<file path="config.mk">
export PLATFORM = sky130hd
export DESIGN_NAME = hazard_ctrl
export DESIGN_NICKNAME = d
export VERILOG_FILES = /design/src/rtl/hazard_ctrl.sv
export SDC_FILE = /design/constraint.sdc
export NUM_CORES = 1
export LEC_CHECK = 0
export ABC_AREA = 0
export CAP_MARGIN = 10
export CORE_MARGIN = 2
export CORE_UTILIZATION = 38
export CTS_CLUSTER_SIZE = 8
export DETAILED_ROUTE_END_ITERATION = 10
export PLACE_DENSITY = 0.8
export SETUP_SLACK_MARGIN = 0.4
export SKIP_LAST_GASP = 1
export SLEW_MARGIN = 30
export SYNTH_ARGS = -nofsm -noshare
export SYNTH_HDL_FRONTEND = slang
export SYNTH_SLANG_ARGS = --single-unit
</file>
<file path="constraint.sdc">
create_clock -name clk -period 1.8 [get_ports clk]
set_input_delay 0.36 -clock clk [delete_from_list [all_inputs] [get_ports clk]]
set_output_delay 0.36 -clock clk [all_outputs]
set_load 0.1 [all_outputs]
</file>
<file path="src/rtl/hazard_ctrl.sv">
`default_nettype none
// ============================================================================
// Module      : hazard_ctrl
// Description : Stall/flush sequencer for the 5-stage pipeline (load-use,
//               taken-branch flush, imem/dmem waits with watchdog).
//               Optional performance counters enabled by macro HAZ_PERF_EN.
// Revision    : 1.0 - initial release
// ============================================================================
module hazard_ctrl #(
  parameter int REG_ADDR_W  = 5,
  parameter int BR_PENALTY  = 2,
  parameter int MEM_TIMEOUT = 255,
  parameter int CNT_W       = 16
) (
  input  logic                  clk,
  input  logic                  rst,
  input  logic [REG_ADDR_W-1:0] id_reg1_addr,
  input  logic [REG_ADDR_W-1:0] id_reg2_addr,
  input  logic [REG_ADDR_W-1:0] id_sw_addr,
  input  logic                  id_reg1_read,
  input  logic                  id_reg2_read,
  input  logic                  id_sw_read,
  input  logic [REG_ADDR_W-1:0] exe_write_addr,
  input  logic                  exe_reg_write,
  input  logic                  exe_DM_read,
  input  logic                  exe_branch_taken,
  input  logic                  imem_ready,
  input  logic                  dmem_req,
  input  logic                  dmem_ready,
  output logic                  stall_pc,
  output logic                  stall_if_id,
  output logic                  stall_id_exe,
  output logic                  stall_exe_mem,
  output logic                  stall_mem_wb,
  output logic                  flush_if_id,
  output logic                  flush_id_exe,
  output logic                  mem_timeout,
  output logic [CNT_W-1:0]      perf_stall_cnt,
  output logic [CNT_W-1:0]      perf_flush_cnt
);

  localparam int WAIT_W = $clog2(MEM_TIMEOUT + 1);

  localparam logic [1:0] S_RUN      = 2'd0;
  localparam logic [1:0] S_BR_FLUSH = 2'd1;
  localparam logic [1:0] S_MEM_WAIT = 2'd2;

  localparam logic [1:0]        C_BR_RELOAD = 2'(BR_PENALTY - 1);
  localparam logic [WAIT_W-1:0] C_WAIT_MAX  = WAIT_W'(MEM_TIMEOUT);

  logic [1:0]        r_state;
  logic [1:0]        w_next_state;
  logic [1:0]        r_saved_state;
  logic [1:0]        w_eff_state;
  logic [1:0]        r_br_cnt;
  logic [1:0]        w_br_cnt_next;
  logic [WAIT_W-1:0] r_wait_cnt;
  logic              r_mem_timeout;
  logic              w_dwait;
  logic              w_load_use;

  assign w_dwait    = dmem_req & ~dmem_ready;
  assign w_load_use = exe_DM_read & exe_reg_write &
                      ((id_reg1_read & (id_reg1_addr == exe_write_addr)) |
                       (id_reg2_read & (id_reg2_addr == exe_write_addr)) |
                       (id_sw_read   & (id_sw_addr   == exe_write_addr)));

  // Leaving MEM_WAIT behaves exactly like the state that was interrupted.
  assign w_eff_state = (r_state == S_MEM_WAIT) ? r_saved_state : r_state;

  always_ff @(posedge clk or posedge rst) begin
    if (rst) begin
      r_state       <= S_RUN;
      r_saved_state <= S_RUN;
      r_br_cnt      <= 2'd0;
    end else begin
      r_state  <= w_next_state;
      r_br_cnt <= w_br_cnt_next;
      if (w_dwait && (r_state != S_MEM_WAIT))
        r_saved_state <= r_state;
    end
  end

  always_comb begin
    w_next_state  = w_eff_state;
    w_br_cnt_next = r_br_cnt;
    if (w_dwait) begin
      w_next_state = S_MEM_WAIT;
    end else if (exe_branch_taken) begin
      w_br_cnt_next = C_BR_RELOAD;
      w_next_state  = (C_BR_RELOAD == 2'd0) ? S_RUN : S_BR_FLUSH;
    end else if ((w_eff_state == S_BR_FLUSH) && imem_ready) begin
      if (r_br_cnt <= 2'd1) begin
        w_br_cnt_next = 2'd0;
        w_next_state  = S_RUN;
      end else begin
        w_br_cnt_next = r_br_cnt - 2'd1;
      end
    end
  end

  always_comb begin
    stall_pc      = 1'b0;
    stall_if_id   = 1'b0;
    stall_id_exe  = 1'b0;
    stall_exe_mem = 1'b0;
    stall_mem_wb  = 1'b0;
    flush_if_id   = 1'b0;
    flush_id_exe  = 1'b0;
    if (rst) begin
      flush_if_id  = 1'b1;
      flush_id_exe = 1'b1;
    end else if (w_dwait) begin
      stall_pc      = 1'b1;
      stall_if_id   = 1'b1;
      stall_id_exe  = 1'b1;
      stall_exe_mem = 1'b1;
      stall_mem_wb  = 1'b1;
    end else if (exe_branch_taken) begin
      flush_if_id  = 1'b1;
      flush_id_exe = 1'b1;
    end else if (w_eff_state == S_BR_FLUSH) begin
      flush_if_id = 1'b1;
      stall_pc    = ~imem_ready;
    end else if (w_load_use || !imem_ready) begin
      stall_pc     = 1'b1;
      stall_if_id  = 1'b1;
      flush_id_exe = 1'b1;
    end
  end

  // Watchdog: consecutive dmem wait cycles, sticky flag until reset.
  always_ff @(posedge clk or posedge rst) begin
    if (rst) begin
      r_wait_cnt    <= '0;
      r_mem_timeout <= 1'b0;
    end else if (w_dwait) begin
      if (r_wait_cnt != C_WAIT_MAX)
        r_wait_cnt <= r_wait_cnt + 1'b1;
      if (r_wait_cnt == C_WAIT_MAX - 1'b1)
        r_mem_timeout <= 1'b1;
    end else begin
      r_wait_cnt <= '0;
    end
  end

  assign mem_timeout = r_mem_timeout;

`ifdef HAZ_PERF_EN
  logic [CNT_W-1:0] r_perf_stall;
  logic [CNT_W-1:0] r_perf_flush;

  always_ff @(posedge clk or posedge rst) begin
    if (rst) begin
      r_perf_stall <= '0;
      r_perf_flush <= '0;
    end else begin
      if (stall_pc && (r_perf_stall != '1))
        r_perf_stall <= r_perf_stall + 1'b1;
      if ((flush_if_id || flush_id_exe) && (r_perf_flush != '1))
        r_perf_flush <= r_perf_flush + 1'b1;
    end
  end

  assign perf_stall_cnt = r_perf_stall;
  assign perf_flush_cnt = r_perf_flush;
`else
  assign perf_stall_cnt = '0;
  assign perf_flush_cnt = '0;
`endif

endmodule
`default_nettype wire

</file>
# After elaboration in Yosys (flattened, before gate mapping)

Index checks and enable logic that the tools add are counted.

Flip-flop bits (word level): 15
Input bits: 31
Output and inout bits: 40
Word-level logic and storage cells: 63

$add $sub $neg: 2
Order comparisons: 1
Eq/ne operators: 9
Multiplexer cells: 28
Bitwise logic cells: 11
Reduce and logical (&&, ||, !) cells: 7

Operators by type and width:

| cell                | number |
|---|---|
| $mux 1              | 18 |
| $mux 2              | 8 |
| $mux 8              | 2 |
| $eq 5x5->1          | 3 |
| $add 8x1->8 const B | 1 |
| $eq 8x8->1 const B  | 1 |
| $ne 8x8->1 const B  | 1 |
| $and 1x1->1         | 6 |
| $reduce_and 2->1    | 2 |
| $not 1->1           | 3 |
| $eq 2x1->1 const B  | 1 |
| $eq 2x2->1 const B  | 1 |
| $le 2x1->1 const B  | 1 |
| $logic_and 1x1->1   | 2 |
| $ne 2x1->1 const B  | 1 |
| $ne 2x2->1 const B  | 1 |
| $or 1x1->1          | 2 |
| $reduce_bool 2->1   | 1 |
| $sub 2x1->2 const B | 1 |
| $logic_not 1->1     | 1 |
| $logic_or 1x1->1    | 1 |

# Depth between registers and ports, before layout

Depth in word-level cells: 11
Mapped depth: 6

# Least setup slack after synthesis

No wires, ideal clock.

Path kind: input-to-output
From: in dmem_ready
To: out stall_if_id
Data arrival time: 3.304 ns
Slack: -1.864 ns
Stages: 4
Path buffers: 0
Path through: nand2b_1 nor2_1 a21oi_1 nor2_1

Cells in the longest elaborated chain, start to end: 4

RTL lines:

| what            | line | RTL |
|---|---|---|
| start, declared | 29   | `input logic dmem_ready,` |
| $not 1->1       | 62   | `assign w_dwait = dmem_req & ~dmem_ready;` |
| $and 1x1->1     | 62   |  |
| $mux 1          | 113  | `end else if (w_dwait) begin` |
| $mux 1          | 110  | `if (rst) begin` |
| end, declared   | 31   | `output logic stall_if_id,` |

Every way passes these cells.

# Worst setup path after layout

From: in id_reg1_addr[4]
To: out stall_pc

Cells in the longest elaborated chain, start to end: 11

RTL lines:

| what             | line | RTL |
|---|---|---|
| start, declared  | 17   | `input logic [REG_ADDR_W-1:0] id_reg1_addr,` |
| $eq 5x5->1       | 64   | `((id_reg1_read & (id_reg1_addr == exe_write_addr)) \|` |
| $and 1x1->1      | 64   |  |
| $or 1x1->1       | 64   |  |
| $or 1x1->1       | 65   | `(id_reg2_read & (id_reg2_addr == exe_write_addr)) \|` |
| $and 1x1->1      | 63   | `assign w_load_use = exe_DM_read & exe_reg_write &` |
| $logic_or 1x1->1 | 125  | `end else if (w_load_use \|\| !imem_ready) begin` |
| $mux 1           | 125  |  |
| $mux 1           | 122  | `end else if (w_eff_state == S_BR_FLUSH) begin` |
| $mux 1           | 119  | `end else if (exe_branch_taken) begin` |
| $mux 1           | 113  |  |
| $mux 1           | 110  |  |
| end, declared    | 30   | `output logic stall_pc,` |

Every way passes these cells.

==> impl_metrics.py <==
metrics = {
    "run_status": {
        "status": "complete, but fails checks",
        "violations": "negative setup slack",
    },
    "placed_design": {
        "place_worst_setup_slack_ns": -0.712,
        "dpl_cell_area_um2": 1820,
        "port_buffers": 38,
        "dp.cells": 242,
        "hpwl_um": 2320,
        "gp_congestion": 0.787,
    },
    "logic_synthesis": {
        "syn_avg_cell_area_um2": 8.42,
        "async_flop_share_pct": 100,
        "synth-seq-cells": 15,
        "yosysSeqAreaShare_pct": 30.3,
        "synth-edff-count": 0,
        "syn_inst": 147,
        "ys.flop_type": "dfrtp_1",
        "synth_warnings": 0,
        "synth_area_um2": 1240,
        "yosys.cell_types.count": 31,
    },
    "clock_network": {
        "root_buffer": "clkbuf_4",
        "htree_levels": 1,
        "hold_buffers": 0,
        "clock_latency_ns": 0.28,
        "tritoncts": "built",
        "clockBufferDepth": 2,
        "clk_pin_slew_ns": 0.08,
        "clock-sinks": 15,
        "cts_buffers": 3,
    },
    "floorplanning": {
        "rows": 20,
        "die_w_um": 61.1,
        "start_util_pct": 40.2,
        "die_h_um": 61.1,
        "die_area_um2": 3730,
        "coreArea_um2": 3080,
        "pin_count": 71,
    },
    "grt": {
        "use_met3_pct": 1.05,
        "antenna_found_initial": 0,
        "grt-ovfl-total": 0,
        "grt_pass1_vias": 1108,
        "grt_pass1_wl_um": 4690,
        "met2_usage_pct": 28.3,
        "grt_use_total_pct": 16.6,
        "met1_usage_pct": 21.7,
        "top_usage_layer": "met2",
        "grt_max_degree": 16,
    },
    "critical_path": {
        "slowest_stage": "o311a_1",
        "crit_fanout": 3,
        "required_ns": 1.44,
        "reg2reg_slack_ns": 0.46,
        "r2r_end": "r_br_cnt[0]",
        "cp_slowest_stage_delay_ns": 0.30,
        "path_class": "primary input to primary output",
        "r2r_start": "r_state[0]",
        "cp_num_buf_inv": 2,
        "critPathCaptureType": "primary output",
        "crit_family": "compound AO/OA/AOI/OAI gates",
        "critPathLaunchType": "primary input",
        "reg2reg_depth": 5,
        "cp.arrival_ns": 1.72,
        "crit_chain": "clkdlybuf4s15_1 > xor2_1 > nor4_1 > and3_4 > o311a_1 > a22o_4 > buf_12",
    },
    "timing": {
        "period_share_pct": 116,
        "setup_viol": 4,
        "drv_slew": 0,
        "finalClockSkew_ns": 0.00108,
        "fmax_mhz": 480,
        "final_hold_viol_count": 0,
        "setup_ws_ns": -0.283,
        "rsz0062_at_grt": "yes",
        "finalCriticalPeriod_ns": 2.08,
    },
    "pwr": {
        "peakVddDrop_mv": 0.351,
        "p_clk_share_pct": 15.1,
        "switching_share_pct": 49.3,
        "pwr-share-seq_pct": 29.4,
        "power.density_nw_per_um2": 617,
        "leakagePower_uw": 0.000968,
        "combPwrFrac_pct": 55.5,
        "p_int_uw": 641,
        "power.switching_uw": 623,
    },
    "routing": {
        "avgViaCountPerCell": 4.59,
        "drtPass1Iterations": 4,
        "antenna_left": 0,
        "first_iter_violations": 10,
        "drc_errors": 0,
        "routedWlPerCell_um": 12.4,
        "via_count": 1171,
        "drt_wl_total_um": 3170,
    },
    "hold_path": {
        "min_path_type": "primary input to async pin",
    },
    "layout": {
        "drive_gt1_share_pct": 42.2,
        "finalInstanceArea_um2": 2050,
        "utilization_pct": 66.6,
        "instances_no_fill": 255,
        "syn2layout_area_growth_pct": 65.6,
        "nets": 245,
        "diodes": 0,
    },
    "job": {
        "maxCapViolations": 0,
    },
}
-- tightest hold or removal path, stage by stage --
cell and delay (ns):
buf_2 0.14, inv_1 0.14, buf_4 0.25
-- cells by family after synthesis --
group | count (synthesis) | synth area share, %
other | 1 | 0.303
DFF | 15 | 30.3
buffers and inverters | 41 | 22.7
and+or+nand+nor | 41 | 17.5
adders and majority gates | 2 | 2.02
AOI/OAI and AO/OA | 29 | 14.4
xor gates and xnor gates | 18 | 12.7
-- synth_stat cells (all sizes together), types with 2 or more instances --
cell type	number	area [µm²]
a21oi	6	30.0
a31oi	4	25.0
and3	6	38.8
buf	34	255
clkbuf	3	11.3
dfrtp	15	375
ha	2	25.0
inv	4	15.0
nand2	5	18.8
nand2b	4	25.0
nand3	2	10.0
nand4	4	25.0
nor2	11	41.3
nor4	5	31.3
o21ai	10	50.1
o31ai	2	15.0
xnor2	4	35.0
xor2	14	123
-- power by group through the flow --
stage               Sequential (µW)  Clock, µW  Combinational, µW
global route                    374        213                732
global placement                377          0                650
CTS                             369        194                683
finish                          372        191                701
floorplan                       375          0                525
detailed placement              378          0                656
-- layout by cell type, fill, tap and decap left out, types with 5 or more instances in the layout --
cell type	n
dfrtp_1	14
buf_6	13
nand2_1	5
xor2_1	9
conb_1	32
a21oi_1	5
xor2_2	5
buf_2	9
buf_4	22
o21ai_0	6
nor2_1	8
buf_12	9
-- layout make-up --
cell class	instances	area [µm²]
Clock buffer	4	26.3
Fill cell	242	1030
Inverter	4	15.0
Multi-Input combinational cell	122	903
Sequential cell	15	377
Tap cell	44	55.1
Timing Repair Buffer	66	673
-- through the flow --
| stage | setup TNS [ns] | hold slack (ns) | power, µW |
|---|---|---|---|
| detailed placement | -2.60 | 0.501 | 1030 |
| global placement | -2.52 | 0.488 | 1030 |
| floorplan | -0.554 | 0.310 | 900 |
| global route | -1.11 | 0.265 | 1320 |
| finish | -0.970 | 0.242 | 1260 |
| CTS | -0.746 | 0.215 | 1250 |
-- per-layer routing --
metal	up-vias	wire length, µm	share of wire [%]
li1	569	-	-
met1	548	1260	40
met2	45	1690	53
met3	9	134	4.2
met4	0	76	2.4
met5	-	0	0
-- how the worst max path moves through the flow --
stage,start,to,cells after the start
3_5_place_dp,exe_write_addr[4],stall_pc,7
6_report,id_reg1_addr[4],stall_pc,7
2_1_floorplan,dmem_ready,stall_if_id,4
5_1_grt,id_reg2_addr[2],stall_if_id,8
3_3_place_gp,exe_write_addr[3],stall_pc,7
4_1_cts,id_sw_addr[3],stall_pc,7
-- flip-flops by register name, indices dropped and copies added, names as in the netlist --
name / flops
mem_timeout: 1
r_br_cnt: 2
r_saved_state: 2
r_state: 2
r_wait_cnt: 8
-- what timing repair did --
action                                 CTS  global route
resized for setup                      122             9
endpoints found under the hold margin    0             0
setup buffers                            6             3
pin swaps                               24             5
setup endpoints to repair               10            10
(Power assumes the default switching activity.)
